## src/rtl/feature_fifo_read_scheduler_if.sv

```systemverilog
// ---------------------------------------------------------------------------
// feature_fifo_read_scheduler_if
// Bundles the two handshake sides of the feature FIFO read scheduler:
//   - FIFO read side : fifo_empty, fifo_rddata (in), fifo_rden,
//                      fifo_push_bubble, fifo_bubble_num (out)
//   - element stream : o_valid, o_data, o_row_last, o_frame_last (out),
//                      i_ready (in)
// Modports:
//   master : the scheduler's view (drives rden/bubble and the stream)
//   slave  : the environment's view (FIFO plus downstream consumer)
// ---------------------------------------------------------------------------
interface feature_fifo_read_scheduler_if #(
  parameter int DATA_R = 8,
  parameter int LEN_W  = 10
) ();

  logic              fifo_empty;
  logic [DATA_R-1:0] fifo_rddata;
  logic              fifo_rden;
  logic              fifo_push_bubble;
  logic [LEN_W-1:0]  fifo_bubble_num;

  logic              o_valid;
  logic [DATA_R-1:0] o_data;
  logic              o_row_last;
  logic              o_frame_last;
  logic              i_ready;

  modport master (
    input  fifo_empty, fifo_rddata, i_ready,
    output fifo_rden, fifo_push_bubble, fifo_bubble_num,
    output o_valid, o_data, o_row_last, o_frame_last
  );

  modport slave (
    output fifo_empty, fifo_rddata, i_ready,
    input  fifo_rden, fifo_push_bubble, fifo_bubble_num,
    input  o_valid, o_data, o_row_last, o_frame_last
  );

endinterface

```

## src/rtl/feature_fifo_read_scheduler.sv

```systemverilog
// ---------------------------------------------------------------------------
// feature_fifo_read_scheduler
// Read-side sequencer for the 128-to-8 width-converting feature FIFO. Walks a
// programmed frame of rows, issues one FIFO read per element, and streams the
// elements to the convolution input shifter with valid/ready. After every row
// a single push_bubble realigns the FIFO so the next row starts on an
// ALIGN-element write-word boundary.
//
// Ports:
//   system_clk   clock
//   rst          synchronous active-high reset
//   cfg_start    start pulse, honoured only while idle
//   cfg_row_len  elements per row   (latched on start)
//   cfg_row_num  rows per frame     (latched on start)
//   cfg_pad      zero pad per row side (only with FEATURE_SCHED_ZERO_PAD_EN)
//   bus          FIFO read side + output element stream (master modport)
//   o_busy       high from accepted start until o_done
//   o_done       one-cycle pulse once the frame has fully drained
//
// Optional feature: define FEATURE_SCHED_ZERO_PAD_EN to add cfg_pad; each row
// is then emitted as cfg_pad zeros, row_len FIFO elements, cfg_pad zeros.
// ---------------------------------------------------------------------------
module feature_fifo_read_scheduler #(
  parameter int DATA_R = 8,
  parameter int LEN_W  = 10,
  parameter int ALIGN  = 16
) (
  input  logic                      system_clk,
  input  logic                      rst,
  input  logic                      cfg_start,
  input  logic [LEN_W-1:0]          cfg_row_len,
  input  logic [LEN_W-1:0]          cfg_row_num,
`ifdef FEATURE_SCHED_ZERO_PAD_EN
  input  logic [1:0]                cfg_pad,
`endif
  feature_fifo_read_scheduler_if.master bus,
  output logic                      o_busy,
  output logic                      o_done
);

  typedef enum logic [1:0] {
    ST_IDLE   = 2'd0,
    ST_READ   = 2'd1,
    ST_BUBBLE = 2'd2,
    ST_DRAIN  = 2'd3
  } state_t;

  // Position inside a row: leading pad, FIFO body, trailing pad.
  typedef enum logic [1:0] {
    PH_LEAD  = 2'd0,
    PH_BODY  = 2'd1,
    PH_TRAIL = 2'd2
  } phase_t;

  localparam logic [LEN_W-1:0] LEN_ZERO = {LEN_W{1'b0}};
  localparam logic [LEN_W-1:0] LEN_ONE  = {{(LEN_W-1){1'b0}}, 1'b1};

  // Elements still missing to fill the last write word of a row.
  function automatic logic [LEN_W-1:0] calc_bubble(input logic [LEN_W-1:0] len);
    logic [LEN_W-1:0] mask;
    mask        = LEN_W'(ALIGN - 1);
    calc_bubble = (LEN_W'(ALIGN) - (len & mask)) & mask;
  endfunction

  // FSM
  state_t state_r;
  state_t state_s;

  // Latched configuration
  logic [LEN_W-1:0] row_len_r;
  logic [LEN_W-1:0] row_num_r;
  logic [LEN_W-1:0] bubble_r;
  logic [1:0]       pad_r;
  logic [1:0]       cfg_pad_s;

  // Walk counters
  logic [LEN_W-1:0] col_r;
  logic [LEN_W-1:0] row_r;
  logic [1:0]       pad_cnt_r;
  phase_t           phase_r;

  // Element issued last cycle, arriving now (FIFO data or a pad zero)
  logic inflight_r;
  logic if_pad_r;
  logic if_row_last_r;
  logic if_frame_last_r;

  // 2-entry skid buffer
  logic [DATA_R-1:0] skid_data_r [0:1];
  logic [1:0]        skid_row_last_r;
  logic [1:0]        skid_frame_last_r;
  logic              wr_ptr_r;
  logic              rd_ptr_r;
  logic [1:0]        skid_cnt_r;

  logic o_busy_r;
  logic o_done_r;

  // Combinational control
  logic             pop_s;
  logic [2:0]       occ_s;
  logic             room_s;
  logic             col_last_s;
  logic             row_last_idx_s;
  logic             pad_last_s;
  logic             start_ok_s;
  logic             cfg_zero_s;
  logic             drain_done_s;
  logic             rden_s;
  logic             pad_issue_s;
  logic             issue_s;
  logic             row_end_s;
  logic             push_bubble_s;
  logic [LEN_W-1:0] bubble_num_s;

`ifdef FEATURE_SCHED_ZERO_PAD_EN
  assign cfg_pad_s = cfg_pad;
`else
  assign cfg_pad_s = 2'd0;
`endif

  assign pop_s          = (skid_cnt_r != 2'd0) & bus.i_ready;
  // Occupancy as it will be after this cycle's pop and capture; keeping it
  // below 2 before a new issue guarantees the skid never overflows while
  // still allowing one element per cycle with i_ready high.
  assign occ_s          = {1'b0, skid_cnt_r} - {2'b00, pop_s} + {2'b00, inflight_r};
  assign room_s         = (occ_s < 3'd2);
  assign col_last_s     = (col_r == (row_len_r - LEN_ONE));
  assign row_last_idx_s = (row_r == (row_num_r - LEN_ONE));
  assign pad_last_s     = (pad_cnt_r == (pad_r - 2'd1));
  assign start_ok_s     = (state_r == ST_IDLE) & cfg_start;
  assign cfg_zero_s     = (cfg_row_len == LEN_ZERO) | (cfg_row_num == LEN_ZERO);
  assign drain_done_s   = (state_r == ST_DRAIN) & (occ_s == 3'd0);
  assign issue_s        = rden_s | pad_issue_s;

  // FSM state register
  always_ff @(posedge system_clk) begin
    if (rst) begin
      state_r <= ST_IDLE;
    end else begin
      state_r <= state_s;
    end
  end

  // FSM next-state logic
  always_comb begin
    state_s = state_r;
    case (state_r)
      ST_IDLE: begin
        if (cfg_start) begin
          state_s = cfg_zero_s ? ST_DRAIN : ST_READ;
        end else begin
          state_s = ST_IDLE;
        end
      end
      ST_READ: begin
        if (row_end_s) begin
          if (bubble_r != LEN_ZERO) begin
            state_s = ST_BUBBLE;
          end else if (row_last_idx_s) begin
            state_s = ST_DRAIN;
          end else begin
            state_s = ST_READ;
          end
        end else begin
          state_s = ST_READ;
        end
      end
      ST_BUBBLE: begin
        // row_r has already wrapped to 0 if the bubble closed the last row
        if (row_r == LEN_ZERO) begin
          state_s = ST_DRAIN;
        end else begin
          state_s = ST_READ;
        end
      end
      ST_DRAIN: begin
        if (drain_done_s) begin
          state_s = ST_IDLE;
        end else begin
          state_s = ST_DRAIN;
        end
      end
      default: begin
        state_s = ST_IDLE;
      end
    endcase
  end

  // FSM outputs: read / pad issue and bubble push
  always_comb begin
    rden_s        = 1'b0;
    pad_issue_s   = 1'b0;
    push_bubble_s = 1'b0;
    bubble_num_s  = LEN_ZERO;
    case (state_r)
      ST_READ: begin
        case (phase_r)
          PH_LEAD, PH_TRAIL: begin
            pad_issue_s = room_s;
          end
          PH_BODY: begin
            rden_s = room_s & ~bus.fifo_empty;
          end
          default: begin
            rden_s      = 1'b0;
            pad_issue_s = 1'b0;
          end
        endcase
      end
      ST_BUBBLE: begin
        push_bubble_s = 1'b1;
        bubble_num_s  = bubble_r;
      end
      default: begin
        rden_s        = 1'b0;
        pad_issue_s   = 1'b0;
        push_bubble_s = 1'b0;
        bubble_num_s  = LEN_ZERO;
      end
    endcase
  end

  // Row end: last body element without padding, or last trailing pad
  always_comb begin
    row_end_s = 1'b0;
    if (rden_s && col_last_s && (pad_r == 2'd0)) begin
      row_end_s = 1'b1;
    end else if (pad_issue_s && (phase_r == PH_TRAIL) && pad_last_s) begin
      row_end_s = 1'b1;
    end else begin
      row_end_s = 1'b0;
    end
  end

  // Configuration latch and row/column walk
  always_ff @(posedge system_clk) begin
    if (rst) begin
      row_len_r <= LEN_ZERO;
      row_num_r <= LEN_ZERO;
      bubble_r  <= LEN_ZERO;
      pad_r     <= 2'd0;
      col_r     <= LEN_ZERO;
      row_r     <= LEN_ZERO;
      pad_cnt_r <= 2'd0;
      phase_r   <= PH_BODY;
    end else if (start_ok_s) begin
      row_len_r <= cfg_row_len;
      row_num_r <= cfg_row_num;
      bubble_r  <= calc_bubble(cfg_row_len);
      pad_r     <= cfg_pad_s;
      col_r     <= LEN_ZERO;
      row_r     <= LEN_ZERO;
      pad_cnt_r <= 2'd0;
      phase_r   <= (cfg_pad_s != 2'd0) ? PH_LEAD : PH_BODY;
    end else if (issue_s) begin
      case (phase_r)
        PH_LEAD: begin
          if (pad_last_s) begin
            pad_cnt_r <= 2'd0;
            phase_r   <= PH_BODY;
          end else begin
            pad_cnt_r <= pad_cnt_r + 2'd1;
          end
        end
        PH_BODY: begin
          if (col_last_s) begin
            col_r <= LEN_ZERO;
            if (pad_r != 2'd0) begin
              phase_r <= PH_TRAIL;
            end
          end else begin
            col_r <= col_r + LEN_ONE;
          end
        end
        PH_TRAIL: begin
          if (pad_last_s) begin
            pad_cnt_r <= 2'd0;
          end else begin
            pad_cnt_r <= pad_cnt_r + 2'd1;
          end
        end
        default: begin
          phase_r <= PH_BODY;
        end
      endcase
      // Later assignment wins: a finished row restarts at its leading pad.
      if (row_end_s) begin
        row_r   <= row_last_idx_s ? LEN_ZERO : (row_r + LEN_ONE);
        phase_r <= (pad_r != 2'd0) ? PH_LEAD : PH_BODY;
      end
    end
  end

  // In-flight tag stage: tags travel alongside the FIFO's one-cycle read latency
  always_ff @(posedge system_clk) begin
    if (rst) begin
      inflight_r      <= 1'b0;
      if_pad_r        <= 1'b0;
      if_row_last_r   <= 1'b0;
      if_frame_last_r <= 1'b0;
    end else begin
      inflight_r      <= issue_s;
      if_pad_r        <= pad_issue_s;
      if_row_last_r   <= row_end_s;
      if_frame_last_r <= row_end_s & row_last_idx_s;
    end
  end

  // Skid buffer: capture arriving element, pop on accepted handshake
  always_ff @(posedge system_clk) begin
    if (rst) begin
      skid_data_r[0]    <= {DATA_R{1'b0}};
      skid_data_r[1]    <= {DATA_R{1'b0}};
      skid_row_last_r   <= 2'b00;
      skid_frame_last_r <= 2'b00;
      wr_ptr_r          <= 1'b0;
      rd_ptr_r          <= 1'b0;
      skid_cnt_r        <= 2'd0;
    end else begin
      if (inflight_r) begin
        skid_data_r[wr_ptr_r]       <= if_pad_r ? {DATA_R{1'b0}} : bus.fifo_rddata;
        skid_row_last_r[wr_ptr_r]   <= if_row_last_r;
        skid_frame_last_r[wr_ptr_r] <= if_frame_last_r;
        wr_ptr_r                    <= ~wr_ptr_r;
      end
      if (pop_s) begin
        rd_ptr_r <= ~rd_ptr_r;
      end
      skid_cnt_r <= skid_cnt_r + {1'b0, inflight_r} - {1'b0, pop_s};
    end
  end

  // Busy/done status
  always_ff @(posedge system_clk) begin
    if (rst) begin
      o_busy_r <= 1'b0;
      o_done_r <= 1'b0;
    end else begin
      o_done_r <= drain_done_s;
      if (start_ok_s) begin
        o_busy_r <= 1'b1;
      end else if (drain_done_s) begin
        o_busy_r <= 1'b0;
      end
    end
  end

  assign bus.fifo_rden        = rden_s;
  assign bus.fifo_push_bubble = push_bubble_s;
  assign bus.fifo_bubble_num  = bubble_num_s;
  assign bus.o_valid          = (skid_cnt_r != 2'd0);
  assign bus.o_data           = skid_data_r[rd_ptr_r];
  assign bus.o_row_last       = skid_row_last_r[rd_ptr_r];
  assign bus.o_frame_last     = skid_frame_last_r[rd_ptr_r];
  assign o_busy               = o_busy_r;
  assign o_done               = o_done_r;

endmodule

```

## src/flat_wrapper.sv

```systemverilog
// flat-port wrapper written by rule: the top's interface ports become plain ports
module feature_fifo_read_scheduler_flat 
#(
  parameter int DATA_R = 8,
  parameter int LEN_W  = 10,
  parameter int ALIGN  = 16
)
  (system_clk, rst, cfg_start, cfg_row_len, cfg_row_num, o_busy, o_done, bus_fifo_empty, bus_fifo_rddata, bus_i_ready, bus_fifo_rden, bus_fifo_push_bubble, bus_fifo_bubble_num, bus_o_valid, bus_o_data, bus_o_row_last, bus_o_frame_last);
  feature_fifo_read_scheduler_if #(.DATA_R(DATA_R), .LEN_W(LEN_W)) bus_i ();
  input  logic system_clk;
  input  logic rst;
  input  logic cfg_start;
  input  logic [LEN_W-1:0] cfg_row_len;
  input  logic [LEN_W-1:0] cfg_row_num;
  output logic o_busy;
  output logic o_done;
  input wire logic [$bits(bus_i.fifo_empty)-1:0] bus_fifo_empty;
  input wire logic [$bits(bus_i.fifo_rddata)-1:0] bus_fifo_rddata;
  input wire logic [$bits(bus_i.i_ready)-1:0] bus_i_ready;
  output wire logic [$bits(bus_i.fifo_rden)-1:0] bus_fifo_rden;
  output wire logic [$bits(bus_i.fifo_push_bubble)-1:0] bus_fifo_push_bubble;
  output wire logic [$bits(bus_i.fifo_bubble_num)-1:0] bus_fifo_bubble_num;
  output wire logic [$bits(bus_i.o_valid)-1:0] bus_o_valid;
  output wire logic [$bits(bus_i.o_data)-1:0] bus_o_data;
  output wire logic [$bits(bus_i.o_row_last)-1:0] bus_o_row_last;
  output wire logic [$bits(bus_i.o_frame_last)-1:0] bus_o_frame_last;
  assign bus_i.fifo_empty = bus_fifo_empty;
  assign bus_i.fifo_rddata = bus_fifo_rddata;
  assign bus_i.i_ready = bus_i_ready;
  assign bus_fifo_rden = bus_i.fifo_rden;
  assign bus_fifo_push_bubble = bus_i.fifo_push_bubble;
  assign bus_fifo_bubble_num = bus_i.fifo_bubble_num;
  assign bus_o_valid = bus_i.o_valid;
  assign bus_o_data = bus_i.o_data;
  assign bus_o_row_last = bus_i.o_row_last;
  assign bus_o_frame_last = bus_i.o_frame_last;
  feature_fifo_read_scheduler #(.DATA_R(DATA_R), .LEN_W(LEN_W), .ALIGN(ALIGN)) u_core (.system_clk(system_clk), .rst(rst), .cfg_start(cfg_start), .cfg_row_len(cfg_row_len), .cfg_row_num(cfg_row_num), .bus(bus_i), .o_busy(o_busy), .o_done(o_done));
endmodule
```

## config.mk

```make
export PLATFORM = sky130hd
export DESIGN_NAME = feature_fifo_read_scheduler_flat
export DESIGN_NICKNAME = d
export VERILOG_FILES = /design/src/rtl/feature_fifo_read_scheduler_if.sv /design/src/rtl/feature_fifo_read_scheduler.sv /design/src/flat_wrapper.sv
export SDC_FILE = /design/constraint.sdc
export NUM_CORES = 1
export LEC_CHECK = 0
export ABC_AREA = 1
export BUFFER_PORTS_ARGS = -buffer_cell sky130_fd_sc_hd__buf_2
export CAP_MARGIN = 20
export CORE_AREA = 2 2 134 136
export CTS_BUF_LIST = sky130_fd_sc_hd__clkbuf_2
export DETAILED_ROUTE_END_ITERATION = 7
export DIE_AREA = 0 0 136 138
export PLACE_DENSITY = 0.5
export SETUP_SLACK_MARGIN = 0.3
export SLEW_MARGIN = 25
export SYNTH_ARGS = -nofsm -noshare
export SYNTH_HDL_FRONTEND = slang
export SYNTH_SLANG_ARGS = --single-unit
```

## constraint.sdc

```tcl
create_clock -name system_clk -period 3.2 [get_ports system_clk]
set_input_delay 0.16 -clock system_clk [delete_from_list [all_inputs] [get_ports system_clk]]
set_output_delay 0.16 -clock system_clk [all_outputs]
set_load 0.01 [all_outputs]
```

Word-level counts from Yosys, hierarchy flattened
Memories as Yosys holds them, arrays and structs flattened. A register that Yosys moved wholly into a read port is not among the register bits.
Index checks and enable logic that the tools add are counted.
{"block": "classes", "addsub": 10, "n_shift": 0, "n_bitwise": 10, "n_div": 0, "n_mul": 0, "n_mux": 43, "eq_ne": 12, "order_cmp": 4, "n_reduce_logical": 21}
{"cell": "$logic_not 10->1", "n": 3}
{"cell": "$mux 1", "n": 23}
{"cell": "$add 10x1->10 const B", "n": 2}
{"cell": "$eq 10x10->1", "n": 2}
{"cell": "$mux 10", "n": 2}
{"cell": "$mux 2", "n": 10}
{"cell": "$sub 10x1->10 const B", "n": 2}
{"cell": "$mux 8", "n": 2}
{"cell": "$reduce_bool 10->1", "n": 1}
{"cell": "$eq 2x2->1 const B", "n": 4}
{"cell": "$pmux 2 s4", "n": 1}
{"cell": "$reduce_or 8->1", "n": 1}
{"cell": "$ne 3x1->1 const B", "n": 2}
{"cell": "$reduce_and 2->1", "n": 3}
{"cell": "$reduce_or 2->1", "n": 3}
{"cell": "$and 1x1->1", "n": 5}
{"cell": "$reduce_and 5->1", "n": 1}
{"cell": "$bwmux 2", "n": 2}
{"cell": "$eq 2x1->1 const B", "n": 2}
{"cell": "$logic_and 1x1->1", "n": 4}
{"cell": "$logic_not 2->1", "n": 2}
{"cell": "$lt 1x2->1 const B", "n": 2}
{"cell": "$mux 4", "n": 1}
{"cell": "$ne 2x1->1 const B", "n": 2}
{"cell": "other kinds (14)", "n": 18}
{"block": "word_totals", "mem_bits_ro": 0, "ram_bits": 16, "memories": 1, "latchBits": 0, "ff_bits": 64}
{"name": "u_core.skid_data_r", "words": 2, "width": 8, "rd": 1, "rd_clocked_by_memory_dff": 1, "wr": 2, "line_no": "feature_fifo_read_scheduler.sv:89", "source": "logic [DATA_R-1:0] skid_data_r [0:1];"}

Logic depth before layout (Yosys ltp)
Gate-level depths: netlist (run 1).
{"block": "logic_depth", "depth_word": 13, "mapped_depth": 17, "depth_no_buf": 17}

Least setup slack after synthesis (run 1)
Ideal clock, no wire load.
{"block": "synth_path", "kind": "register -> register", "startpoint": "register u_core.skid_cnt_r[1]", "endpoint": "register u_core.col_r[8]", "path_stages_with_launch": 17, "n_path_buf": 0, "synth_period_minus_slack_ns": 2.753, "t_arrival_ns": 2.636, "t_required_ns": 3.083, "setup_slack_ns": 0.447, "setup_ns": 0.117, "path_cell_list": "dfxtp_1 or2_2 nand2_1 inv_1 ha_1 inv_1 ha_1 fa_1 xnor2_1 nor2_2 nand2_4 nor2_2 nand2_1 nor3_2 nand3_1 xor2_1 nor2_1"}
{"block": "synth_between", "elab_chain_cells": 10}
{"element": "start, declared", "line_no": "feature_fifo_read_scheduler.sv:94", "source": "logic [1:0] skid_cnt_r;"}
{"element": "start signal, assigned", "line_no": "feature_fifo_read_scheduler.sv:330", "source": "skid_cnt_r <= skid_cnt_r + {1'b0, inflight_r} - {1'b0, pop_s};"}
{"element": "$reduce_bool 2->1 (*)"}
{"element": "via bus_o_valid", "line_no": "flat_wrapper.sv:23", "source": "output wire logic [$bits(bus_i.o_valid)-1:0] bus_o_valid;"}
{"element": "$and 1x1->1 (*)", "line_no": "feature_fifo_read_scheduler.sv:122", "source": "assign pop_s = (skid_cnt_r != 2'd0) & bus.i_ready;"}
{"element": "via u_core.pop_s", "line_no": "feature_fifo_read_scheduler.sv:100", "source": "logic pop_s;"}
{"element": "$sub 2x1->3 (*)", "line_no": "feature_fifo_read_scheduler.sv:126", "source": "assign occ_s = {1'b0, skid_cnt_r} - {2'b00, pop_s} + {2'b00, inflight_r};"}
{"element": "$add 3x1->3 (*)", "line_no": "feature_fifo_read_scheduler.sv:126"}
{"element": "$lt 3x2->1 (*)", "line_no": "feature_fifo_read_scheduler.sv:127", "source": "assign room_s = (occ_s < 3'd2);"}
{"element": "$and 1x1->1", "line_no": "feature_fifo_read_scheduler.sv:203", "source": "rden_s = room_s & ~bus.fifo_empty;"}
{"element": "$mux 1", "line_no": "feature_fifo_read_scheduler.sv:198", "source": "case (phase_r)"}
{"element": "$mux 1", "line_no": "feature_fifo_read_scheduler.sv:196", "source": "case (state_r)"}
{"element": "$or 1x1->1 (*)", "line_no": "feature_fifo_read_scheduler.sv:134", "source": "assign issue_s = rden_s | pad_issue_s;"}
{"element": "$reduce_and 2->1 (no line) (*)"}
{"element": "end signal, assigned", "line_no": "feature_fifo_read_scheduler.sv:273", "source": "col_r <= col_r + LEN_ONE;"}
{"element": "end, declared", "line_no": "feature_fifo_read_scheduler.sv:77", "source": "logic [LEN_W-1:0] col_r;"}
Mark *: on every way through the listed nets, which the timed path passes. The rest lies on a longest branch.
A chain may end at the register's enable or synchronous reset.

Worst setup path after layout (run 1)
{"block": "layout_path", "startpoint": "register u_core.skid_cnt_r[1]", "endpoint": "register u_core.col_r[8]"}
{"block": "layout_between", "elab_chain_cells": 10}
{"element": "$reduce_bool 2->1 (*)", "line_no": "feature_fifo_read_scheduler.sv:122"}
{"element": "$and 1x1->1 (*)", "line_no": "feature_fifo_read_scheduler.sv:122"}
{"element": "via u_core.pop_s", "line_no": "feature_fifo_read_scheduler.sv:100"}
{"element": "$sub 2x1->3 (*)", "line_no": "feature_fifo_read_scheduler.sv:126"}
{"element": "$add 3x1->3 (*)", "line_no": "feature_fifo_read_scheduler.sv:126"}
{"element": "$lt 3x2->1 (*)", "line_no": "feature_fifo_read_scheduler.sv:127"}
{"element": "$and 1x1->1", "line_no": "feature_fifo_read_scheduler.sv:203"}
{"element": "$mux 1", "line_no": "feature_fifo_read_scheduler.sv:198"}
{"element": "$mux 1", "line_no": "feature_fifo_read_scheduler.sv:196"}
{"element": "$or 1x1->1 (*)", "line_no": "feature_fifo_read_scheduler.sv:134"}
{"element": "$reduce_and 2->1 (no line) (*)"}
Marked as above.

==> results of run 1 <==
[metal layers]
layer	GRT usage	vias up	wire [um]
met3	0.0205	13	390
met4	0.0411	0	155
met2	0.181	67	4540
li1	-	2047	-
met1	0.162	1738	5410
met5	0	-	0
[synth_stat cells, drive strengths merged]
cell | instances | area share
a211oi | 1 | 0.0018
a21oi | 35 | 0.041
a41oi | 1 | 0.0021
and2 | 1 | 0.0015
and3 | 1 | 0.0015
buf | 6 | 0.011
clkbuf | 13 | 0.012
conb | 1 | 0.00088
dfxtp | 59 | 0.28
edfxtp | 16 | 0.11
fa | 1 | 0.0047
ha | 8 | 0.024
inv | 93 | 0.082
mux2 | 8 | 0.021
nand2 | 126 | 0.11
nand3 | 37 | 0.055
nand3b | 2 | 0.0035
nand4 | 7 | 0.010
nor2 | 83 | 0.088
nor3 | 9 | 0.013
nor3b | 2 | 0.0035
nor4 | 7 | 0.010
o21ai | 35 | 0.042
o22ai | 2 | 0.0029
o32ai | 1 | 0.0021
or2 | 2 | 0.0029
xnor2 | 12 | 0.025
xor2 | 17 | 0.035
[final timing paths]
kind                                           start         endpoint  slack, ns  cells after the start
worst max-delay path            u_core.skid_cnt_r[1]  u_core.col_r[8]       0.40                     17
worst min-delay path                  bus_fifo_empty  u_core.col_r[0]       0.14                      7
worst max register to register  u_core.skid_cnt_r[1]  u_core.col_r[8]       0.40                     17
worst min register to register         u_core.o_busy    u_core.o_busy       0.49                      2
[power breakdown]
part           switching, mW  total (mW)  internal (mW)
registers             0.0593        1.10           1.04
logic                  0.463       0.848          0.386
clock network          0.389       0.504          0.115
total                  0.911        2.45           1.54
[kinds of logic after synthesis]
| logic type | Yosys count |
|---|---|
| XOR/XNOR | 29 |
| adder cells (fa/ha/maj) | 9 |
| multiplexers | 8 |
| AND/OR/NAND/NOR | 277 |
| other | 1 |
| buffers and inverters | 112 |
| AO/OA/AOI/OAI | 75 |
| flip-flops | 75 |
[timing repair]
action / 4_1_cts / 5_1_grt
hold endpoints to repair: 49 / 0
hold buffers: 30 / 0
endpoints found under the setup margin: 3 / 5
gates resized for setup: 15 / 4
pin swaps: 11 / 11
buffers inserted: 12 / 1
[cell type report]
cell class | count | area, sq um
tap | 229 | 287
inverter | 93 | 352
sequential | 75 | 1660
multi-input combinational | 404 | 2230
clock inverter | 7 | 58.8
clock buffer | 9 | 45.0
antenna | 1 | 2.50
fill | 1974 | 12200
timing repair buffer | 96 | 678
[registers in the layout (all words and copies together) (netlist names), named ones only]
signal / count
u_core.skid_data_r: 16
u_core.skid_row_last_r: 2
u_core.bubble_r: 3
u_core.wr_ptr_r: 1
u_core.row_r: 10
u_core.row_num_r: 10
u_core.skid_cnt_r: 2
u_core.inflight_r: 1
u_core.state_r: 2
u_core.rd_ptr_r: 1
u_core.row_len_r: 10
u_core.col_r: 10
u_core.o_busy: 1
u_core.if_row_last_r: 1
u_core.skid_frame_last_r: 2
u_core.if_frame_last_r: 1
u_core.o_done: 1
[stage by stage]
step | setup WS, ns | hold WS [ns] | cells | area, sq um
3_3_place_gp | 0.323 | 0.423 | 854 | 4740
4_1_cts | 0.274 | 0.0944 | 912 | 5290
5_1_grt | 0.257 | 0.133 | 914 | 5320
2_1_floorplan | 0.447 | 0.308 | 591 | 4280
6_report | 0.401 | 0.143 | 914 | 5320
3_5_place_dp | 0.289 | 0.424 | 854 | 4740
[tightest hold or removal path: stages]
cell and delay, ns:
buf_2 0.09, nor2_1 0.06, nand2_4 0.09, inv_4 0.03
buf_4 0.14, nand2_1 0.05, a21oi_1 0.05
==> summary.txt, run 1 <==
STA
  – Least-Margin Pin Slew: 0.719 ns
  – Unrepaired setup endpoints after global routing: true
  – Min cycle time layout: 2.80 ns
  – Hold Fails Final Rpt: 0
  – Setup violators final: 0
  – Final Max Slew Viols: 0
  – TNS Setup: 0 ns
  – Tcrit/Tclk final: 0.875
  – Skew final: 0.0327 ns
  – Slew Limit Headroom: 0.520
  – Max Clk Rate: 357 MHz

Detailed routing
  – Routed len/inst: 11.5 um
  – Vias/cell: 4.23
  – Post-Route WL: 10500 um
  – Residual DRC: 0
  – Post-route ant nets: 0
  – Drt pass-1 iters: 4
  – Total number of vias: 3865
  – Iteration-0 DRC Markers: 159

Clock tree
  – H-tree levels: 3
  – Clock Path Buffers: 2
  – Cts bufs inserted: 9
  – CTS tree: built
  – Sink Count: 75
  – Worst skew pair latency: 0.56 ns
  – CTS root buffer: clkbuf_2
  – Reg clk slew, reported paths: 0.24 ns

Min path
  – Min-Delay Path Class: in -> reg

Power
  – Peak supply drop: 218 uV
  – Power density over the cells: 461 nW/um^2
  – Leakage: 2.39 nW
  – Total power: 2.45 mW

Synthesis
  – Register bit total from synthesis: 75
  – Simple-gate share of the synthesized area: 0.303
  – Largest family of logic cells by synthesized area: simple AND/OR/NAND/NOR gates
  – Syn Inst Count: 586
  – Yosys warnings: 0
  – Compound-gate portion of the synthesized area: 0.0920
  – Seq/Total Area, Yosys: 0.390
  – Post-synthesis mux area share: 0.0212
  – Netlist cell types: 40
  – Synth Area in Adders: 0.0282
  – Post-Synth XOR/XNOR Area: 0.0596
  – Mean post-synth cell area: 7.27 sq um
  – Synthesized area: 4260 sq um

Global routing
  – Total GRT Usage: 0.117
  – Vias in the first global route: 3682
  – First-pass GRT wire length: 17500 um
  – Pin count of the biggest net entering global routing: 30
  – Antenna violations before repair: 1
  – Total gr overflow: 0

Critical path
  – CP required: 3.66 ns
  – Crit path kind: reg -> reg
  – Crit path buffers/inverters: 3
  – Critical-path top delay cell: dfxtp_2
  – Worst-path cell chain: or2_4 -> nand2_2 -> inv_2 -> ha_4 -> inv_2 -> ha_4 -> fa_2 -> xnor2_2 -> nor2_2 -> nand2_4 -> buf_6 -> nor2_4 -> nand2_4 -> nor3_4 -> nand3_1 -> xor2_1 -> nor2_1
  – CP top delay family: simple AND/OR/NAND/NOR gates
  – Crit end category: flop
  – Worst EP arrival: 3.26 ns
  – Crit-path max cell delay: 0.37 ns
  – CP Max Fanout: 4
  – Startpoint Class: flop

Status
  – Outcome: completed

Layout
  – Final nets: 721
  – Commonest non-fill, non-tap cell in the layout: nand2_1
  – Most frequent cells in the layout: nand2_1 (120), inv_1 (79), nor2_1 (70)
  – Layout cells sized above 1: 0.202
  – Final Core Density: 0.303
  – Area added between synthesis and finish: 24.8%

Place
  – Placer Congestion: 0.783
  – I/O Buffers: 51
  – HPWL Detailed: 7870 um

Floorplan
  – Die Area: 18800 sq um
  – # IOs: 58
  – Die W: 136 um
  – Initial Util: 0.243
  – Row Count: 49
  – Vert. Die Dim: 138 um
  – Area of the core: 17500 sq um

Run
  – Maxcap violations: 0
Note: power is estimated with default switching activity, not from simulation.
==> inputs of run 2 (changes only) <==
- CORE_AREA: 2 2 134 136 -> 2 2 188 98
- DIE_AREA: 0 0 136 138 -> 0 0 190 100
==> run 2 against run 1 <==
  * Total power is 2.4% higher
  * Cell area is 0.85% higher
  * Critical endpoint is now u_core.col_r[9]
  * Clock power is 2% higher
  * Largest cell class unchanged
  * Critical path type unchanged
  * Combinational power is 5.5% higher
  * Largest power group unchanged
  * Sequential power hardly changed
==> summary.txt, run 2 (synthesis gave the netlist of run 1 again) <==
Clock tree
  – H-tree levels: 3 (unchanged)
  – Clock Path Buffers: 2 (unchanged)
  – Reg clk slew, reported paths: 0.21 ns (-0.03 ns)
  – Worst skew pair latency: 0.53 ns (-0.03 ns)
  – CTS tree: built
  – CTS root buffer: clkbuf_2
  – Sink Count: 75 (unchanged)
  – Cts bufs inserted: 9 (unchanged)

Critical path
  – Critical-path top delay cell: dfxtp_2
  – Crit path kind: reg -> reg
  – Crit path buffers/inverters: 3 (unchanged)
  – CP top delay family: simple AND/OR/NAND/NOR gates
  – Startpoint Class: flop
  – CP required: 3.66 ns (about the same)
  – Worst EP arrival: 3.26 ns (about the same)
  – Crit-path max cell delay: 0.37 ns (about the same)
  – Worst-path cell chain: or2_4 -> nand2_2 -> inv_2 -> ha_4 -> inv_2 -> ha_4 -> fa_2 -> xnor2_2 -> nor2_4 -> nand2_4 -> buf_6 -> nor2_4 -> nand2_2 -> nor2_4 -> nand4_1 -> or2_0 -> a21oi_1
  – CP Max Fanout: 3 (-1)
  – Crit end category: flop
  – Crit-path most repeated cell: nor2_4

Layout
  – Largest reg by FF count: u_core.skid_data_r
  – Commonest non-fill, non-tap cell in the layout: nand2_1
  – Max reg flops: 16 (unchanged)
  – Final nets: 723 (+0.28%)
  – Final Cell Area: 5360 sq um (+0.85%)
  – ANT cells: 0 (-1)
  – Layout cells sized above 1: 0.203 (+0.000870)
  – Non-Filler Instances: 926 (+1.3%)
  – Filler cells: 1912 (-3.1%)
  – Area added between synthesis and finish: 25.9%
  – Most frequent cells in the layout: nand2_1 (120), inv_1 (79), nor2_1 (70)

Detailed routing
  – Iteration-0 DRC Markers: 255 (+60%)
  – Residual DRC: 0 (unchanged)
  – Post-route ant nets: 0 (unchanged)
  – Post-Route WL: 11500 um (+9.3%)
  – Routed len/inst: 12.4 um (+7.9%)
  – Total number of vias: 3899 (+0.88%)
  – Drt pass-1 iters: 5 (+1)
  – Vias/cell: 4.21 (-0.43%)

Floorplan
  – Row Count: 35 (-29%)
  – Area of the core: 17600 sq um (+0.65%)
  – Die Area: 19000 sq um (+1.2%)
  – Die W: 190 um (+40%)
  – Initial Util: 0.241 (-0.00157)
  – Vert. Die Dim: 100 um (-28%)
  – # IOs: 58 (unchanged)

Run
  – Maxcap violations: 0 (unchanged)

Power
  – Switching share of power: 0.357 (-0.0145)
  – Internal power: 1.61 mW (+4.8%)
  – Sequential Power Share: 0.439 (-0.009)
  – Share of total power in combinational logic: 0.356 (+0.010)
  – Clk pwr share: 0.204 (-0.002)
  – Peak supply drop: 229 uV (+5.1%)
  – Leakage: 2.41 nW (+0.84%)
  – Psw: 896 uW (-1.6%)
  – Power density over the cells: 468 nW/um^2 (+1.5%)
  – Total power: 2.51 mW (+2.4%)

Status
  – Outcome: completed

Global routing
  – Total gr overflow: 0 (unchanged)
  – Pin count of the biggest net entering global routing: 26 (-13%)
  – Vias in the first global route: 3463 (-5.9%)
  – Antenna violations before repair: 0 (-1)
  – First-pass GRT wire length: 18500 um (+5.5%)
  – Total GRT Usage: 0.126 (+0.00951)

STA
  – Final Max Slew Viols: 0 (unchanged)
  – Min cycle time layout: 2.80 ns (+0.00324 ns)
  – Skew final: 0.0224 ns (-0.0103 ns)
  – TNS Setup: 0 ns (unchanged)
  – Tcrit/Tclk final: 0.876 (+0.00101)
  – Hold Fails Final Rpt: 0 (unchanged)
  – Max Clk Rate: 357 MHz (-0.12%)
  – Slew Limit Headroom: 0.565 (+0.0457)
  – Unrepaired setup endpoints after global routing: true
  – Setup violators final: 0 (unchanged)
  – Least-Margin Pin Slew: 0.651 ns (-0.0684 ns)

Place
  – I/O Buffers: 51 (unchanged)
  – HPWL Detailed: 8830 um (+12%)
  – Dpl cell area: 4760 sq um (+0.45%)
  – Placer Congestion: 0.837 (+6.9%)
  – Placed Cells: 866 (+1.4%)

Min path
  – Min-Delay Path Class: in -> reg
-- run 2: worst min-delay path: stages --
cell and delay (ns):
buf_2 0.07, nor2_1 0.06, nand2_4 0.10, clkinv_4 0.06, buf_4 0.15, nand2_1 0.06
a21oi_1 0.06
-- run 2: area by class of cell --
| cell class | count | area (sq um) | area share |
|---|---|---|---|
| multi-input combinational | 404 | 2240 | 0.418 |
| inverter | 93 | 354 | 0.0660 |
| tap | 240 | 300 | 0.0560 |
| clock inverter | 6 | 57.6 | 0.0107 |
| timing repair buffer | 98 | 696 | 0.130 |
| sequential | 75 | 1660 | 0.310 |
| clock buffer | 10 | 50.0 | 0.00933 |
-- run 2: final timing paths --
path,startpoint,end,slack (ns),cells past startpoint
max,u_core.skid_cnt_r[1],u_core.col_r[9],0.40,17
min,bus_fifo_empty,u_core.col_r[0],0.21,7
max reg2reg,u_core.skid_cnt_r[1],u_core.col_r[9],0.40,17
min reg2reg,u_core.o_busy,u_core.o_busy,0.48,2
-- run 2: what timing repair did --
| item | CTS | global route |
|---|---|---|
| gates resized for setup | 16 | 7 |
| buffers inserted | 10 | 3 |
| endpoints found under the setup margin | 10 | 13 |
| pin swaps | 11 | 11 |
| hold endpoints to repair | 49 | 0 |
| hold buffers | 31 | 0 |
-- run 2: metal layers --
layer  wire length (um)  share of wire  up-vias  GRT usage
li1                   -              -     2043          -
met5                  0              0        -          0
met3                894          0.078        6     0.0346
met4                 57         0.0050        0     0.0250
met2               3870           0.34      106      0.147
met1               6660           0.58     1744      0.213
-- run 2: per-stage QoR --
step | setup slack, ns | utilization | hold slack (ns)
2_1_floorplan | 0.447 | - | 0.308
3_3_place_gp | 0.350 | 0.270 | 0.427
3_5_place_dp | 0.285 | 0.270 | 0.430
4_1_cts | 0.246 | 0.301 | 0.154
5_1_grt | 0.237 | 0.304 | 0.179
6_report | 0.397 | 0.304 | 0.208
-- run 2: power groups by stage --
stage	logic [mW]	registers [mW]	clock network (mW)
6_report	0.895	1.10	0.513
3_5_place_dp	0.683	1.12	0
3_3_place_gp	0.681	1.12	0
5_1_grt	1.00	1.11	0.584
4_1_cts	0.827	1.10	0.536
2_1_floorplan	0.527	1.09	0
